### src/rtl/st_fwd_buffer_pkg.sv
// Shared types for the store-forwarding buffer: the entry record and the age
// helpers used by the youngest-entry selector and the one-hot read mux.
package st_fwd_buffer_pkg;

    // Entry field widths; the top-level parameter defaults track these values.
    localparam int E_DATA_W   = 32;
    localparam int E_ADDR_W   = 32;
    localparam int E_R_W      = 6;
    localparam int E_UOP_W    = 5;
    localparam int E_TICKET_W = 3;
    localparam int E_BE_W     = E_DATA_W / 8;

    typedef struct packed {
        logic [E_ADDR_W-1:0]   addr;
        logic [E_DATA_W-1:0]   data;
        logic [E_BE_W-1:0]     be;
        logic [E_UOP_W-1:0]    microop;
        logic [E_R_W-1:0]      dest;
        logic [E_TICKET_W-1:0] ticket;
        logic                  isfetched;
    } entry_t;

    // Distance of slot idx from the head slot; larger means younger.
    function automatic int unsigned age_of(input int unsigned idx,
                                           input int unsigned head,
                                           input int unsigned depth);
        return (idx + depth - head) % depth;
    endfunction

    // One AND-OR mux leg: passes the entry only when its select bit is set.
    function automatic entry_t and_or_mux(input entry_t e, input logic sel);
        return sel ? e : '0;
    endfunction

endpackage

### src/rtl/st_fwd_age_sel.sv
// Picks the youngest set bit of a DEPTH-wide mask, where age is measured from
// the FIFO head slot; returns it one-hot.
module st_fwd_age_sel
    import st_fwd_buffer_pkg::*;
#(
    parameter int DEPTH = 8,
    parameter int PTR_W = $clog2(DEPTH)
) (
    input  logic [DEPTH-1:0] mask,
    input  logic [PTR_W-1:0] head,
    output logic [DEPTH-1:0] onehot,
    output logic             any
);

    int unsigned best;

    // NOTE: combinational blocks use blocking '=' and give every output a default first, so no latch is inferred.
    always_comb begin
        onehot = '0;
        any    = 1'b0;
        best   = 0;
        for (int i = 0; i < DEPTH; i++) begin
            if (mask[i] && (!any || age_of(32'(i), 32'(head), 32'(DEPTH)) > best)) begin
                onehot    = '0;
                onehot[i] = 1'b1;
                best      = age_of(32'(i), 32'(head), 32'(DEPTH));
                any       = 1'b1;
            end
        end
    end

endmodule

### src/rtl/st_fwd_buffer.sv
// Store buffer: in-order FIFO of pending stores with same-cycle load
// forwarding search, block-granular fetch-status update and flush.
module st_fwd_buffer
    import st_fwd_buffer_pkg::*;
#(
    parameter int DATA_WIDTH     = E_DATA_W,
    parameter int ADDR_BITS      = E_ADDR_W,
    parameter int BLOCK_ID_START = 5,
    parameter int R_WIDTH        = E_R_W,
    parameter int MICROOP        = E_UOP_W,
    parameter int ROB_TICKET     = E_TICKET_W,
    parameter int DEPTH          = 8,
    localparam int BE_W          = DATA_WIDTH / 8,
    localparam int OFS           = $clog2(BE_W),
    localparam int PTR_W         = $clog2(DEPTH),
    localparam int CNT_W         = $clog2(DEPTH + 1)
) (
    input  logic                  clk,
    input  logic                  rst,
    input  logic                  push,
    input  logic [ADDR_BITS-1:0]  push_addr,
    input  logic [DATA_WIDTH-1:0] push_data,
    input  logic [BE_W-1:0]       push_be,
    input  logic [MICROOP-1:0]    push_microop,
    input  logic [R_WIDTH-1:0]    push_dest,
    input  logic [ROB_TICKET-1:0] push_ticket,
    input  logic                  push_isfetched,
    input  logic [ADDR_BITS-1:0]  search_addr,
    input  logic [BE_W-1:0]       search_be,
    output logic                  search_hit,
    output logic                  search_conflict,
    output logic                  search_block_hit,
    output logic [DATA_WIDTH-1:0] search_data,
    output logic [ROB_TICKET-1:0] search_ticket,
    input  logic                  update_valid,
    input  logic [ADDR_BITS-1:0]  update_addr,
    input  logic                  pop,
    input  logic                  flush,
    output logic                  head_valid,
    output logic                  head_isfetched,
    output logic [ADDR_BITS-1:0]  head_addr,
    output logic [DATA_WIDTH-1:0] head_data,
    output logic [BE_W-1:0]       head_be,
    output logic [MICROOP-1:0]    head_microop,
    output logic [R_WIDTH-1:0]    head_dest,
    output logic [ROB_TICKET-1:0] head_ticket,
    output logic                  ready,
    output logic [CNT_W-1:0]      count,
    output logic                  overflow_err
);

    entry_t           mem [DEPTH];
    logic [DEPTH-1:0] valid;
    logic [PTR_W-1:0] head_ptr, tail_ptr;

    logic             push_acc, pop_acc, push_upd, any_overlap;
    logic [DEPTH-1:0] overlap, block_match, upd_match, sel_oh;
    entry_t           sel_e, head_e;

    assign ready      = (count != CNT_W'(DEPTH));
    assign head_valid = (count != '0);
    assign push_acc   = push & (ready | pop);
    assign pop_acc    = pop & head_valid;
    assign push_upd   = update_valid &&
        (push_addr[ADDR_BITS-1:BLOCK_ID_START] == update_addr[ADDR_BITS-1:BLOCK_ID_START]);

    always_comb begin
        overlap     = '0;
        block_match = '0;
        upd_match   = '0;
        for (int i = 0; i < DEPTH; i++) begin
            overlap[i] = valid[i]
                && (mem[i].addr[ADDR_BITS-1:OFS] == search_addr[ADDR_BITS-1:OFS])
                && |(mem[i].be & search_be);
            block_match[i] = valid[i]
                && (mem[i].addr[ADDR_BITS-1:BLOCK_ID_START] == search_addr[ADDR_BITS-1:BLOCK_ID_START]);
            upd_match[i] = update_valid && valid[i]
                && (mem[i].addr[ADDR_BITS-1:BLOCK_ID_START] == update_addr[ADDR_BITS-1:BLOCK_ID_START]);
        end
    end

    st_fwd_age_sel #(.DEPTH(DEPTH), .PTR_W(PTR_W)) u_age_sel (
        .mask   (overlap),
        .head   (head_ptr),
        .onehot (sel_oh),
        .any    (any_overlap)
    );

    always_comb begin
        sel_e = '0;
        for (int i = 0; i < DEPTH; i++)
            sel_e = entry_t'(sel_e | and_or_mux(mem[i], sel_oh[i]));
    end

    // The youngest overlapping store must supply every requested byte, else the load stalls.
    assign search_hit       = any_overlap && ((sel_e.be & search_be) == search_be);
    assign search_conflict  = any_overlap && !search_hit;
    assign search_block_hit = |block_match;
    assign search_data      = search_hit ? sel_e.data   : '0;
    assign search_ticket    = search_hit ? sel_e.ticket : '0;

    assign head_e         = head_valid ? mem[head_ptr] : '0;
    assign head_isfetched = head_e.isfetched;
    assign head_addr      = head_e.addr;
    assign head_data      = head_e.data;
    assign head_be        = head_e.be;
    assign head_microop   = head_e.microop;
    assign head_dest      = head_e.dest;
    assign head_ticket    = head_e.ticket;

    // Bits the selector reads but the outputs do not need.
    logic unused_bits;
    assign unused_bits = ^{search_addr[OFS-1:0], update_addr[BLOCK_ID_START-1:0],
                           sel_e.addr, sel_e.microop, sel_e.dest, sel_e.isfetched};

    always_ff @(posedge clk) begin
        if (rst) begin
            valid        <= '0;
            head_ptr     <= '0;
            tail_ptr     <= '0;
            count        <= '0;
            overflow_err <= 1'b0;
            // NOTE: only control state is reset; payload fields stay unreset since valid gates every read.
            for (int i = 0; i < DEPTH; i++)
                mem[i].isfetched <= 1'b0;
        end else begin
            if (push && !push_acc && !flush)
                overflow_err <= 1'b1;
            if (flush) begin
                valid    <= '0;
                head_ptr <= '0;
                tail_ptr <= '0;
                count    <= '0;
            end else begin
                for (int i = 0; i < DEPTH; i++)
                    if (upd_match[i])
                        mem[i].isfetched <= 1'b1;
                if (pop_acc) begin
                    valid[head_ptr] <= 1'b0;
                    head_ptr        <= head_ptr + 1'b1;
                end
                // Push after pop so a full-buffer push+pop leaves the recycled slot valid.
                if (push_acc) begin
                    mem[tail_ptr] <= '{addr: push_addr, data: push_data, be: push_be,
                                       microop: push_microop, dest: push_dest,
                                       ticket: push_ticket,
                                       isfetched: push_isfetched | push_upd};
                    valid[tail_ptr] <= 1'b1;
                    tail_ptr        <= tail_ptr + 1'b1;
                end
                count <= count + CNT_W'(push_acc) - CNT_W'(pop_acc);
            end
        end
    end

endmodule
### config.mk
export PLATFORM = sky130hd
export DESIGN_NAME = st_fwd_buffer
export DESIGN_NICKNAME = d
export VERILOG_FILES = /design/src/rtl/st_fwd_buffer_pkg.sv /design/src/rtl/st_fwd_age_sel.sv /design/src/rtl/st_fwd_buffer.sv
export SDC_FILE = /design/constraint.sdc
export NUM_CORES = 1
export LEC_CHECK = 0
export BUFFER_PORTS_ARGS = -buffer_cell sky130_fd_sc_hd__clkbuf_2
export CAP_MARGIN = 5
export CORE_MARGIN = 8
export CORE_UTILIZATION = 45
export DETAILED_ROUTE_END_ITERATION = 10
export GPL_ROUTABILITY_DRIVEN = 0
export PLACE_DENSITY = 0.72
export SETUP_SLACK_MARGIN = 0.2
export SLEW_MARGIN = 25
export SYNTH_ARGS = -nofsm -noshare
export SYNTH_HDL_FRONTEND = slang
export SYNTH_HIERARCHICAL = 1
export SYNTH_SLANG_ARGS = --single-unit
### constraint.sdc
create_clock -name clk -period 28.1 [get_ports clk]
set_input_delay 5.62 -clock clk [delete_from_list [all_inputs] [get_ports clk]]
set_output_delay 5.62 -clock clk [all_outputs]
set_load 0.03 [all_outputs]
==> flow_summary.yaml <==
job:
  drv_cap: 0
hold_path:
  hold_path_class: "reg2reg"
  min_from: "overflow_err$_SDFFE_PP0P_"
clock_network:
  htreeDepth: 3
  tritoncts: "yes"
  cts_buffers: 74
  clockBufferDepth: 3
  cts_resized: 0
  root_buffer: "clkbuf_16"
  cts_setup_buffers: 0
  clock_latency_ns: 0.64
  cts_hold_buf: 0
  path_clk_slew_ns: 0.06
  cts.sinks: 686
power:
  cell_internal_pwr_mw: 1.780
  sequentialPowerShare_pct: 47.2
  ir_drop_v: 0.00006511
  power.switching_mw: 0.6266
  leakage_nw: 12.44
  p_comb_share_pct: 11.6
  clkPwrFrac_pct: 41.3
  switching_share_pct: 26.03
  power_density_nw_per_um2: 60.76
timing:
  period_share_pct: 94.48
  clock_skew_ns: 0.06436
  drv_slew: 0
  setup_tns_ns: 0
  fin_ws_ns: 1.550
  rsz0062_at_grt: "no"
  fmax_mhz: 37.66
  finalHoldViolations: 0
  hold_slack_ns: 0.4849
  worst_pin_slew_ns: 1.128
  slew_headroom_pct: 24.83
  period_needed_ns: 26.55
  setup_viol: 0
floorplan:
  die_h_um: 294.1
  die-area_um2: 86490
  fp.dieW_um: 294.1
  io_pins: 285
  initial_core_util_pct: 45.22
  num_rows: 102
  coreArea_um2: 76960
synthesis:
  synthSimpleGateAreaFrac_pct: 6.033
  async_flop_share_pct: 0
  synth.distinct_cells: 68
  synth_enable_flop_cells: 659
  syn_avg_cell_area_um2: 15.03
  synth_xor_area_share_pct: 12.38
  synth-adder-area-share_pct: 1.100
  synth_top_family_by_area: "multiplexers"
  syn_nets: 2502
  synth_cells: 2315
  ys_ff_latch: 686
  synth_mux_area_share_pct: 13.30
  synth_warnings: 6
  synth_compound_area_share_pct: 6.137
  synthesis.area_um2: 34800
  ys_seq_area_share_pct: 58.42
  ys.flop_type: "edfxtp_1"
detailed_routing:
  via_per_inst: 6.474
  wl_um: 114800
  wire_per_inst_um: 31.38
  first_pass_iters: 10
  drc: 0
  num_vias: 23680
  ant_nets: 0
  first_iter_violations: 3410
place:
  dpl_worst_slack_ns: 2.066
  dp_hpwl_um: 77120
  io_buffers: 277
  placed_area_um2: 37080
  dp.cells: 3505
setup_path:
  end_kind: "primary output"
  crit_fanout: 36
  critical_path_arrival_ns: 20.93
  cpPeakStageDelay_ns: 0.87
  rrSetupSlack_ns: 24.51
  path_class: "in2out"
  cpMaxStageDelayCell: "nor2_4"
  start_kind: "input pin"
  cpMostUsedCell: "ha_1"
  cp-startpoint: "search_addr[13]"
  required_ns: 22.48
  reg2reg_from: "count[2]$_SDFF_PP0_"
cells_and_area:
  final_common_cell: "edfxtp_1"
  finalNonFillerCells: 3657
  area_delta_synth_final_pct: 13.82
  design_area_um2: 39610
  drive_above_1_share_pct: 24.66
  final_cell_mix: "edfxtp_1 (659), xnor2_1 (299), clkbuf_2 (277), xor2_1 (193), mux4_2 (166)"
  fin_nets: 2728
global_routing:
  grt_max_degree: 132
  grtUsageTotal_pct: 25.72
  grt_pass1_wl_um: 164000
  grt_pass1_vias: 23560
  overflow: 0
  antenna_found_initial: 18
outcome:
  status: "completed"
synthesized netlist by cell type, drive strengths merged, types with 2 or more instances:
cell,n,share of area [%]
or4,2,0.054
mux2,4,0.14
and3,7,0.13
mux4,166,11
dfxtp,27,1.6
o21a,3,0.065
a31o,8,0.20
edfxtp,659,57
clkbuf,47,0.51
a22o,48,1.2
a221oi,48,1.2
nand3b,7,0.15
a32oi,3,0.076
a21oi,17,0.24
o22ai,2,0.036
nor2b,6,0.13
buf,115,1.9
a222oi,4,0.12
nand2,31,0.34
o21ai,15,0.26
nor2,118,1.3
nand3,29,0.42
and2,2,0.036
mux2i,84,2.4
nand2b,4,0.072
or2,2,0.036
ha,29,1.0
nand4,84,1.5
a22oi,76,1.6
or3,8,0.16
nor3,19,0.32
a41oi,2,0.050
xor2,193,4.9
xnor2,299,7.5
a21o,2,0.043
a31oi,41,0.78
inv,25,0.27
nor4,68,1.3
final timing paths:
| path | end | cells after the start |
|---|---|---|
| max | search_data[29] | 56 |
| min | overflow_err$_SDFFE_PP0P_ | 2 |
| max reg2reg | mem[0][10]$_DFFE_PP_ | 9 |
| min reg2reg | overflow_err$_SDFFE_PP0P_ | 2 |
state kept, by name, indices dropped and copies added (netlist names), named ones only:
signal / flops
mem: 664
head_ptr: 3
overflow_err: 1
tail_ptr: 3
valid: 8
count: 4
routing by layer:
| metal | vias to the layer above | GRT usage [%] | wire length, µm |
|---|---|---|---|
| met2 | 1912 | 40.30 | 52500 |
| met1 | 11790 | 32.99 | 41170 |
| li1 | 9586 | - | - |
| met5 | - | 0 | 95 |
| met3 | 371 | 7.534 | 14860 |
| met4 | 14 | 11.78 | 6140 |
worst max-delay path, delay by kind of cell:
| family | cells | cell delay, ns |
|---|---|---|
| compound gates | 21 | 5.07 |
| xor+xnor | 1 | 0.28 |
| fa+ha+maj | 7 | 2.21 |
| buf+inv | 7 | 2.05 |
| mux | 2 | 0.71 |
| simple gates | 18 | 4.92 |
cells by family (layout without fill, tap and decap cells):
kind of cell               count (synthesis)  count (layout)
AOI/OAI and AO/OA                        275             275
adders and majority gates                 30              30
other                                      0              14
buffers and inverters                    187             475
DFF                                      686             686
xor gates and xnor gates                 492             492
and+or+nand+nor                          391             391
muxes                                    254             254
stage by stage:
step	utilization [%]	total power, mW
6_report	51.47	2.407
5_1_grt	51.44	2.469
4_1_cts	51.41	2.416
3_5_place_dp	48.18	1.431
3_3_place_gp	48.13	1.427
2_1_floorplan	-	1.330
power by group through the flow:
stage / registers, mW / clock network [mW] / logic (mW)
3_3_place_gp: 1.16 / 0 / 0.269
2_1_floorplan: 1.16 / 0 / 0.175
4_1_cts: 1.14 / 1.01 / 0.276
6_report: 1.14 / 0.993 / 0.278
5_1_grt: 1.14 / 1.04 / 0.291
3_5_place_dp: 1.16 / 0 / 0.274
layout make-up:
cell class                 count  area (µm²)
multi-input combinational   1442       13670
sequential                   686       20340
tap                         1040        1301
fill                        6330       37340
antenna                       14       35.03
timing repair buffer         312        1682
inverter                      25       93.84
clock buffer                  86        1897
clock inverter                52       588.1
Note: power is estimated with default switching activity, not from simulation.
